$ cat src/rtl/operand_fetch_if.sv
// Request/response handshake plus register-file port bundle for operand_fetch.
// The fetch unit takes the slave view; the requester/register-file side takes master.
interface operand_fetch_if;
   logic        req_valid;
   logic        req_ready;
   logic        req_write;
   logic [3:0]  req_rd;
   logic [3:0]  req_rs1;
   logic [3:0]  req_rs2;
   logic [31:0] req_wdata;
   logic        rsp_valid;
   logic        rsp_ready;
   logic [31:0] rsp_a;
   logic [31:0] rsp_b;
   logic        rf_available;
   logic        rf_write_en;
   logic [3:0]  rf_write_addr;
   logic [31:0] rf_write_data;
   logic [3:0]  rf_read_addr_a;
   logic [3:0]  rf_read_addr_b;
   logic [31:0] rf_read_data_a;
   logic [31:0] rf_read_data_b;
   logic        rf_busy;
   logic        err;

   modport slave (
      input  req_valid, req_write, req_rd, req_rs1, req_rs2, req_wdata,
      input  rsp_ready, rf_read_data_a, rf_read_data_b, rf_busy,
      output req_ready, rsp_valid, rsp_a, rsp_b, rf_available,
      output rf_write_en, rf_write_addr, rf_write_data,
      output rf_read_addr_a, rf_read_addr_b, err
   );

   modport master (
      output req_valid, req_write, req_rd, req_rs1, req_rs2, req_wdata,
      output rsp_ready, rf_read_data_a, rf_read_data_b, rf_busy,
      input  req_ready, rsp_valid, rsp_a, rsp_b, rf_available,
      input  rf_write_en, rf_write_addr, rf_write_data,
      input  rf_read_addr_a, rf_read_addr_b, err
   );
endinterface

$ cat src/rtl/operand_fetch.sv
// Single-outstanding operand fetch: offers one read or write to the register file,
// waits out its busy handshake, then returns captured read operands downstream.
module operand_fetch #(
   parameter int TIMEOUT = 15
) (
   input logic            clk,
   input logic            reset_n,
   operand_fetch_if.slave bus
);

   localparam logic [7:0] TIMEOUT_C = 8'(TIMEOUT);

   typedef enum logic [2:0] {
      S_IDLE,
      S_ISSUE,
      S_WAIT,
      S_RELEASE,
      S_RESP
   } state_t;

   state_t      state_q, state_d;
   logic [7:0]  cnt_q, cnt_d, cnt_inc;
   logic        err_q, err_d;
   logic        drop_q, drop_d;
   logic        wr_q, wr_d;
   logic [3:0]  rd_q, rd_d;
   logic [3:0]  rs1_q, rs1_d;
   logic [3:0]  rs2_q, rs2_d;
   logic [31:0] wdata_q, wdata_d;
   logic [31:0] rsp_a_q, rsp_a_d;
   logic [31:0] rsp_b_q, rsp_b_d;

   assign cnt_inc = cnt_q + 8'd1;

   always_comb begin
      state_d = state_q;
      cnt_d   = cnt_q;
      err_d   = err_q;
      drop_d  = drop_q;
      wr_d    = wr_q;
      rd_d    = rd_q;
      rs1_d   = rs1_q;
      rs2_d   = rs2_q;
      wdata_d = wdata_q;
      rsp_a_d = rsp_a_q;
      rsp_b_d = rsp_b_q;
      case (state_q)
         S_IDLE: begin
            if (bus.req_valid) begin
               wr_d    = bus.req_write;
               rd_d    = bus.req_rd;
               rs1_d   = bus.req_rs1;
               rs2_d   = bus.req_rs2;
               wdata_d = bus.req_wdata;
               cnt_d   = '0;
               drop_d  = 1'b0;
               state_d = S_ISSUE;
            end
         end
         S_ISSUE: begin
            if (bus.rf_busy) begin
               state_d = S_WAIT;
            end else begin
               cnt_d = cnt_inc;
               // Register file never answered: abandon the request, no retry.
               if (cnt_inc == TIMEOUT_C) begin
                  err_d   = 1'b1;
                  drop_d  = 1'b1;
                  state_d = S_RELEASE;
               end
            end
         end
         S_WAIT: begin
            if (!bus.rf_busy) begin
               if (!wr_q) begin
                  rsp_a_d = bus.rf_read_data_a;
                  rsp_b_d = bus.rf_read_data_b;
               end
               state_d = S_RELEASE;
            end
         end
         S_RELEASE: begin
            state_d = (wr_q || drop_q) ? S_IDLE : S_RESP;
         end
         S_RESP: begin
            if (bus.rsp_ready) state_d = S_IDLE;
         end
         default: begin
            state_d = S_IDLE;
         end
      endcase
   end

   always_ff @(posedge clk or negedge reset_n) begin
      if (!reset_n) begin
         state_q <= S_IDLE;
         cnt_q   <= '0;
         err_q   <= 1'b0;
         drop_q  <= 1'b0;
         wr_q    <= 1'b0;
         rd_q    <= '0;
         rs1_q   <= '0;
         rs2_q   <= '0;
         wdata_q <= '0;
         rsp_a_q <= '0;
         rsp_b_q <= '0;
      end else begin
         state_q <= state_d;
         cnt_q   <= cnt_d;
         err_q   <= err_d;
         drop_q  <= drop_d;
         wr_q    <= wr_d;
         rd_q    <= rd_d;
         rs1_q   <= rs1_d;
         rs2_q   <= rs2_d;
         wdata_q <= wdata_d;
         rsp_a_q <= rsp_a_d;
         rsp_b_q <= rsp_b_d;
      end
   end

   // Register-file side is decoded from state and holding registers only.
   assign bus.req_ready      = (state_q == S_IDLE);
   assign bus.rf_available   = (state_q == S_ISSUE) || (state_q == S_WAIT);
   assign bus.rf_write_en    = wr_q;
   assign bus.rf_write_addr  = rd_q;
   assign bus.rf_write_data  = wdata_q;
   assign bus.rf_read_addr_a = rs1_q;
   assign bus.rf_read_addr_b = rs2_q;
   assign bus.rsp_valid      = (state_q == S_RESP);
   assign bus.rsp_a          = rsp_a_q;
   assign bus.rsp_b          = rsp_b_q;
   assign bus.err            = err_q;

   a_rf_stable: assert property (@(posedge clk) disable iff (!reset_n)
      bus.rf_available |=> (!bus.rf_available ||
         $stable({bus.rf_write_en, bus.rf_write_addr, bus.rf_write_data,
                  bus.rf_read_addr_a, bus.rf_read_addr_b})));

   a_hold_while_busy: assert property (@(posedge clk) disable iff (!reset_n)
      (bus.rf_available && bus.rf_busy) |=> bus.rf_available);

endmodule

$ cat src/flat_wrapper.sv
// flat-port wrapper written by rule: the top's interface ports become plain ports
module operand_fetch_flat 
#(
   parameter int TIMEOUT = 15
)
  (clk, reset_n, bus_req_valid, bus_req_write, bus_req_rd, bus_req_rs1, bus_req_rs2, bus_req_wdata, bus_rsp_ready, bus_rf_read_data_a, bus_rf_read_data_b, bus_rf_busy, bus_req_ready, bus_rsp_valid, bus_rsp_a, bus_rsp_b, bus_rf_available, bus_rf_write_en, bus_rf_write_addr, bus_rf_write_data, bus_rf_read_addr_a, bus_rf_read_addr_b, bus_err);
  operand_fetch_if bus_i ();
  input logic clk;
  input logic reset_n;
  input wire logic [$bits(bus_i.req_valid)-1:0] bus_req_valid;
  input wire logic [$bits(bus_i.req_write)-1:0] bus_req_write;
  input wire logic [$bits(bus_i.req_rd)-1:0] bus_req_rd;
  input wire logic [$bits(bus_i.req_rs1)-1:0] bus_req_rs1;
  input wire logic [$bits(bus_i.req_rs2)-1:0] bus_req_rs2;
  input wire logic [$bits(bus_i.req_wdata)-1:0] bus_req_wdata;
  input wire logic [$bits(bus_i.rsp_ready)-1:0] bus_rsp_ready;
  input wire logic [$bits(bus_i.rf_read_data_a)-1:0] bus_rf_read_data_a;
  input wire logic [$bits(bus_i.rf_read_data_b)-1:0] bus_rf_read_data_b;
  input wire logic [$bits(bus_i.rf_busy)-1:0] bus_rf_busy;
  output wire logic [$bits(bus_i.req_ready)-1:0] bus_req_ready;
  output wire logic [$bits(bus_i.rsp_valid)-1:0] bus_rsp_valid;
  output wire logic [$bits(bus_i.rsp_a)-1:0] bus_rsp_a;
  output wire logic [$bits(bus_i.rsp_b)-1:0] bus_rsp_b;
  output wire logic [$bits(bus_i.rf_available)-1:0] bus_rf_available;
  output wire logic [$bits(bus_i.rf_write_en)-1:0] bus_rf_write_en;
  output wire logic [$bits(bus_i.rf_write_addr)-1:0] bus_rf_write_addr;
  output wire logic [$bits(bus_i.rf_write_data)-1:0] bus_rf_write_data;
  output wire logic [$bits(bus_i.rf_read_addr_a)-1:0] bus_rf_read_addr_a;
  output wire logic [$bits(bus_i.rf_read_addr_b)-1:0] bus_rf_read_addr_b;
  output wire logic [$bits(bus_i.err)-1:0] bus_err;
  assign bus_i.req_valid = bus_req_valid;
  assign bus_i.req_write = bus_req_write;
  assign bus_i.req_rd = bus_req_rd;
  assign bus_i.req_rs1 = bus_req_rs1;
  assign bus_i.req_rs2 = bus_req_rs2;
  assign bus_i.req_wdata = bus_req_wdata;
  assign bus_i.rsp_ready = bus_rsp_ready;
  assign bus_i.rf_read_data_a = bus_rf_read_data_a;
  assign bus_i.rf_read_data_b = bus_rf_read_data_b;
  assign bus_i.rf_busy = bus_rf_busy;
  assign bus_req_ready = bus_i.req_ready;
  assign bus_rsp_valid = bus_i.rsp_valid;
  assign bus_rsp_a = bus_i.rsp_a;
  assign bus_rsp_b = bus_i.rsp_b;
  assign bus_rf_available = bus_i.rf_available;
  assign bus_rf_write_en = bus_i.rf_write_en;
  assign bus_rf_write_addr = bus_i.rf_write_addr;
  assign bus_rf_write_data = bus_i.rf_write_data;
  assign bus_rf_read_addr_a = bus_i.rf_read_addr_a;
  assign bus_rf_read_addr_b = bus_i.rf_read_addr_b;
  assign bus_err = bus_i.err;
  operand_fetch #(.TIMEOUT(TIMEOUT)) u_core (.clk(clk), .reset_n(reset_n), .bus(bus_i));
endmodule
$ cat config.mk
export PLATFORM = sky130hd
export DESIGN_NAME = operand_fetch_flat
export DESIGN_NICKNAME = d
export VERILOG_FILES = /design/src/rtl/operand_fetch_if.sv /design/src/rtl/operand_fetch.sv /design/src/flat_wrapper.sv
export SDC_FILE = /design/constraint.sdc
export NUM_CORES = 1
export LEC_CHECK = 0
export ABC_CLOCK_PERIOD_IN_PS = 4400
export CAP_MARGIN = 20
export CORE_UTILIZATION = 45
export DETAILED_ROUTE_END_ITERATION = 8
export PLACE_DENSITY = 0.86
export SETUP_SLACK_MARGIN = 0.4
export SYNTH_ARGS = -nofsm -noshare
export SYNTH_HDL_FRONTEND = slang
export SYNTH_SLANG_ARGS = --single-unit
$ cat constraint.sdc
create_clock -name clk -period 4.4 [get_ports clk]
set_input_delay 0.66 -clock clk [delete_from_list [all_inputs] [get_ports clk]]
set_output_delay 0.66 -clock clk [all_outputs]
set_load 0.02 [all_outputs]
==> report_table.html <==
<table>
<tr><th>Metric</th><th>Value</th></tr>
<tr><th colspan="2">CTS</th></tr>
<tr><td>Maximum buffer depth of the clock tree</td><td>2</td></tr>
<tr><td>CTS tree</td><td>built</td></tr>
<tr><td>Post-cts hold buffer count</td><td>0</td></tr>
<tr><td>TritonCTS Sinks</td><td>122</td></tr>
<tr><td>Number of gates resized after cts</td><td>0</td></tr>
<tr><td>Clock slew at reported path FFs</td><td>60 ps</td></tr>
<tr><td># H-tree levels</td><td>4</td></tr>
<tr><td>Number of setup buffers added after CTS</td><td>0</td></tr>
<tr><td>CTS Root Cell</td><td>sky130_fd_sc_hd__clkbuf_8</td></tr>
<tr><td>Clock latency of the later-clocked register in the worst-skew pair</td><td>510 ps</td></tr>
<tr><td>Total CTS buffers</td><td>17</td></tr>
<tr><th colspan="2">GRT</th></tr>
<tr><td>Vias in the first global route</td><td>3935</td></tr>
<tr><td>Largest net degree at the start of global routing</td><td>69</td></tr>
<tr><td>Initial antenna violation count</td><td>0</td></tr>
<tr><td>First-pass GRT wire length</td><td>19.9 mm</td></tr>
<tr><td>Gr usage total</td><td>23.1%</td></tr>
<tr><td>GRT Residual Overflow</td><td>0</td></tr>
<tr><th colspan="2">Pwr</th></tr>
<tr><td>P_leak</td><td>3.34 nW</td></tr>
<tr><td>Sequential power share</td><td>32.3%</td></tr>
<tr><td>Total chip power</td><td>6.13 mW</td></tr>
<tr><td>Internal Dissipation</td><td>4.04 mW</td></tr>
<tr><td>Switching Fraction</td><td>34.1%</td></tr>
<tr><td>Proportion of power drawn by combinational gates</td><td>45.2%</td></tr>
<tr><td>Cell area power density</td><td>776 nW/µm²</td></tr>
<tr><td>Worst-case vdd ir drop</td><td>463 µV</td></tr>
<tr><td>Switching power</td><td>2.09 mW</td></tr>
<tr><td>Clock network fraction of total power</td><td>22.5%</td></tr>
<tr><th colspan="2">Yosys</th></tr>
<tr><td>Post-synthesis net count</td><td>441</td></tr>
<tr><td>Area fraction in compound gates after synthesis</td><td>4.76%</td></tr>
<tr><td>Synthesized netlist cell count</td><td>325</td></tr>
<tr><td>Number of flops mapped to enable cells by yosys</td><td>0</td></tr>
<tr><td>Number of distinct library cells after synthesis</td><td>44</td></tr>
<tr><td>Avg Synthesized Cell Area</td><td>15.4 µm²</td></tr>
<tr><td>Netlist Area Pre-Place</td><td>4990 µm²</td></tr>
<tr><td>Number of synthesis warnings</td><td>0</td></tr>
<tr><td>FFs w/ async S/R, synth</td><td>100%</td></tr>
<tr><td>Sequential fraction of the synthesis area</td><td>61.2%</td></tr>
<tr><td>Share of synthesized cell area in and, or, nand and nor gates</td><td>4.46%</td></tr>
<tr><td>Number of synthesized register bits</td><td>122</td></tr>
<tr><td>Adder and majority cell fraction of the synthesized area</td><td>0.501%</td></tr>
<tr><td>Main combinational cell family by area after synthesis</td><td>multiplexers</td></tr>
<tr><td>Dominant register cell in the synthesized netlist</td><td>sky130_fd_sc_hd__dfrtp_1</td></tr>
<tr><td>Portion of netlist area occupied by mux cells</td><td>25.1%</td></tr>
<tr><td>Synthesized-area fraction occupied by xor and xnor cells</td><td>0.526%</td></tr>
<tr><th colspan="2">Routing</th></tr>
<tr><td>Post-detailed-route DRC marker count</td><td>0</td></tr>
<tr><td>Via density per instance</td><td>5.09</td></tr>
<tr><td>Count of routing violations after the opening detailed-route iteration</td><td>119</td></tr>
<tr><td>Post-Route WL</td><td>12.8 mm</td></tr>
<tr><td>Drt wl/cell</td><td>18.2 µm</td></tr>
<tr><td>Post-route ant nets</td><td>0</td></tr>
<tr><td>Via count of the routed design</td><td>3589</td></tr>
<tr><td>Total iterations of the first detailed-routing run</td><td>5</td></tr>
<tr><th colspan="2">Die</th></tr>
<tr><td>Die Wd</td><td>107 µm</td></tr>
<tr><td>Chip height</td><td>107 µm</td></tr>
<tr><td>Initial core utilization</td><td>46.1%</td></tr>
<tr><td>Die footprint</td><td>11500 µm²</td></tr>
<tr><td>Number of top-level pins</td><td>227</td></tr>
<tr><td>Placeable Area</td><td>10800 µm²</td></tr>
<tr><td>Number of cell rows</td><td>38</td></tr>
<tr><th colspan="2">Place</th></tr>
<tr><td>Number of buffer cells added on primary ports</td><td>226</td></tr>
<tr><td>HPWL reported at the end of detailed placement</td><td>8.98 mm</td></tr>
<tr><td>Post-place instance area</td><td>7300 µm²</td></tr>
<tr><td>GPL Wtd Cong</td><td>0.760</td></tr>
<tr><td>Placed Instances</td><td>674</td></tr>
<tr><td>Dpl ws</td><td>1650 ps</td></tr>
<tr><th colspan="2">Timing</th></tr>
<tr><td>Actual slew at the worst max-slew pin</td><td>917 ps</td></tr>
<tr><td>Normalized max-slew margin</td><td>38.6%</td></tr>
<tr><td>Clock period minus worst slack</td><td>2780 ps</td></tr>
<tr><td>Min Hold Slack</td><td>262 ps</td></tr>
<tr><td>Maximum clock frequency</td><td>360 MHz</td></tr>
<tr><td>Post-route clock period utilization</td><td>63.2%</td></tr>
<tr><td>Final hold vios</td><td>0</td></tr>
<tr><td>Final setup fails</td><td>0</td></tr>
<tr><td>Unrepaired setup endpoints after global routing</td><td>false</td></tr>
<tr><td>Total negative setup slack</td><td>0 ps</td></tr>
<tr><td>Setup Skew</td><td>5.55 ps</td></tr>
<tr><td>Slack of the critical path</td><td>1620 ps</td></tr>
<tr><td>Max Slew Vio Count</td><td>0</td></tr>
<tr><th colspan="2">Layout</th></tr>
<tr><td>Most frequent standard cell in the layout excluding fill and tap cells</td><td>sky130_fd_sc_hd__clkdlybuf4s50_1</td></tr>
<tr><td>Share of cells above drive strength 1</td><td>26.4%</td></tr>
<tr><td>Final Non-Filler Cells</td><td>705</td></tr>
<tr><td>Final net count</td><td>669</td></tr>
<tr><td>Final core utilization</td><td>72.8%</td></tr>
<tr><td>Leading cell types in the layout, fill and taps excluded</td><td>225 x sky130_fd_sc_hd__clkdlybuf4s50_1, 122 x sky130_fd_sc_hd__dfrtp_1, 102 x sky130_fd_sc_hd__mux2_2, 16 x sky130_fd_sc_hd__clkbuf_16, 9 x sky130_fd_sc_hd__o21ai_0</td></tr>
<tr><td>Antenna diode instance count</td><td>0</td></tr>
<tr><td>Layout Area Growth over Synthesis</td><td>58.1%</td></tr>
<tr><td>Final instance area</td><td>7900 µm²</td></tr>
<tr><td>FILL cells</td><td>727</td></tr>
<tr><th colspan="2">Critical path</th></tr>
<tr><td>Endpoint type of the worst setup path</td><td>primary output</td></tr>
<tr><td>Setup crit start kind</td><td>register</td></tr>
<tr><td>Max FO, Critical Path</td><td>9</td></tr>
<tr><td>Req. time, crit path</td><td>3740 ps</td></tr>
<tr><td>Crit path kind</td><td>reg2out</td></tr>
<tr><td>Arrival time reported for the critical path endpoint</td><td>2120 ps</td></tr>
<tr><th colspan="2">Run</th></tr>
<tr><td>Max cap viols</td><td>0</td></tr>
<tr><th colspan="2">Worst hold path</th></tr>
<tr><td>Path class of the lowest-slack min-delay path</td><td>in2async</td></tr>
<tr><th colspan="2">Status</th></tr>
<tr><td>Status</td><td>finished clean</td></tr>
</table>
-- power groups by stage --
| stage | logic (mW) | clock network (mW) | registers, mW |
|---|---|---|---|
| 2_1_floorplan | 0.857 | 0 | 2.55 |
| 3_3_place_gp | 2.71 | 0 | 1.95 |
| 3_5_place_dp | 2.77 | 0 | 1.99 |
| 4_1_cts | 2.80 | 1.40 | 1.99 |
| 5_1_grt | 2.91 | 1.45 | 2.05 |
| 6_report | 2.77 | 1.38 | 1.98 |
-- worst paths after layout --
check	from	to	slack, ps	cells after the start
max in group asynchronous	reset_n	u_core.bus.rsp_b[23]$_DFFE_PN0P_	3200	2
worst min register to register	u_core.bus.err$_DFFE_PN0P_	u_core.bus.err$_DFFE_PN0P_	470	2
worst min-delay path	reset_n	u_core.bus.rf_write_data[29]$_DFFE_PN0P_	260	1
min in group clk	u_core.bus.err$_DFFE_PN0P_	u_core.bus.err$_DFFE_PN0P_	470	2
worst max register to register	u_core.state_q[2]$_DFFE_PN0P_	u_core.bus.rf_write_data[31]$_DFFE_PN0P_	2180	3
worst max-delay path	u_core.state_q[2]$_DFFE_PN0P_	bus_rsp_valid	1620	2
-- critical path: stages, from the launching register on --
cell                              delay [ps]
sky130_fd_sc_hd__dfrtp_1                 590
sky130_fd_sc_hd__nor3b_1                 330
sky130_fd_sc_hd__clkdlybuf4s50_1         690
-- cells by family after synthesis --
family                   after synthesis
AO/OA/AOI/OAI                         33
flip-flops                           122
XOR/XNOR                               3
buffers and inverters                 24
adder cells (fa/ha/maj)                2
multiplexers                         109
AND/OR/NAND/NOR                       32
-- synthesized netlist by cell type, drive strengths merged, types with 3 or more instances --
cell type / count / share of area (%)
dfrtp: 122 / 61
xnor2: 3 / 0.53
nand3: 4 / 0.40
o31ai: 8 / 1.2
inv: 4 / 0.30
o21ai: 11 / 1.1
buf: 18 / 3.0
nor2b: 4 / 0.50
nand2: 5 / 0.53
mux2: 109 / 25
nor2: 5 / 0.38
-- flip-flops by register name, indices dropped and copies added (netlist names) --
signal,flops
u_core.bus.err,1
u_core.bus.rf_read_addr_a,4
u_core.bus.rf_read_addr_b,4
u_core.bus.rf_write_addr,4
u_core.bus.rf_write_data,32
u_core.bus.rf_write_en,1
u_core.bus.rsp_a,32
u_core.bus.rsp_b,32
u_core.cnt_q,8
u_core.drop_q,1
u_core.state_q,3
-- cell type report --
cell class / count / area (µm²) / area share (%)
Clock buffer: 20 / 445 / 5.64
Clock inverter: 11 / 146 / 1.85
Inverter: 4 / 15.0 / 0.190
Multi-Input combinational cell: 179 / 1770 / 22.4
Sequential cell: 122 / 3050 / 38.7
Tap cell: 140 / 175 / 2.22
Timing Repair Buffer: 229 / 2290 / 29.1
-- routing by layer --
metal  wire (µm)  vias up  GRT usage, %
li1            -     1621             -
met2        6950      165          41.0
met3         989       22          9.38
met4         295        0          10.8
met1        4560     1781          23.7
met5           0        -             0
(Power assumes the default switching activity.)
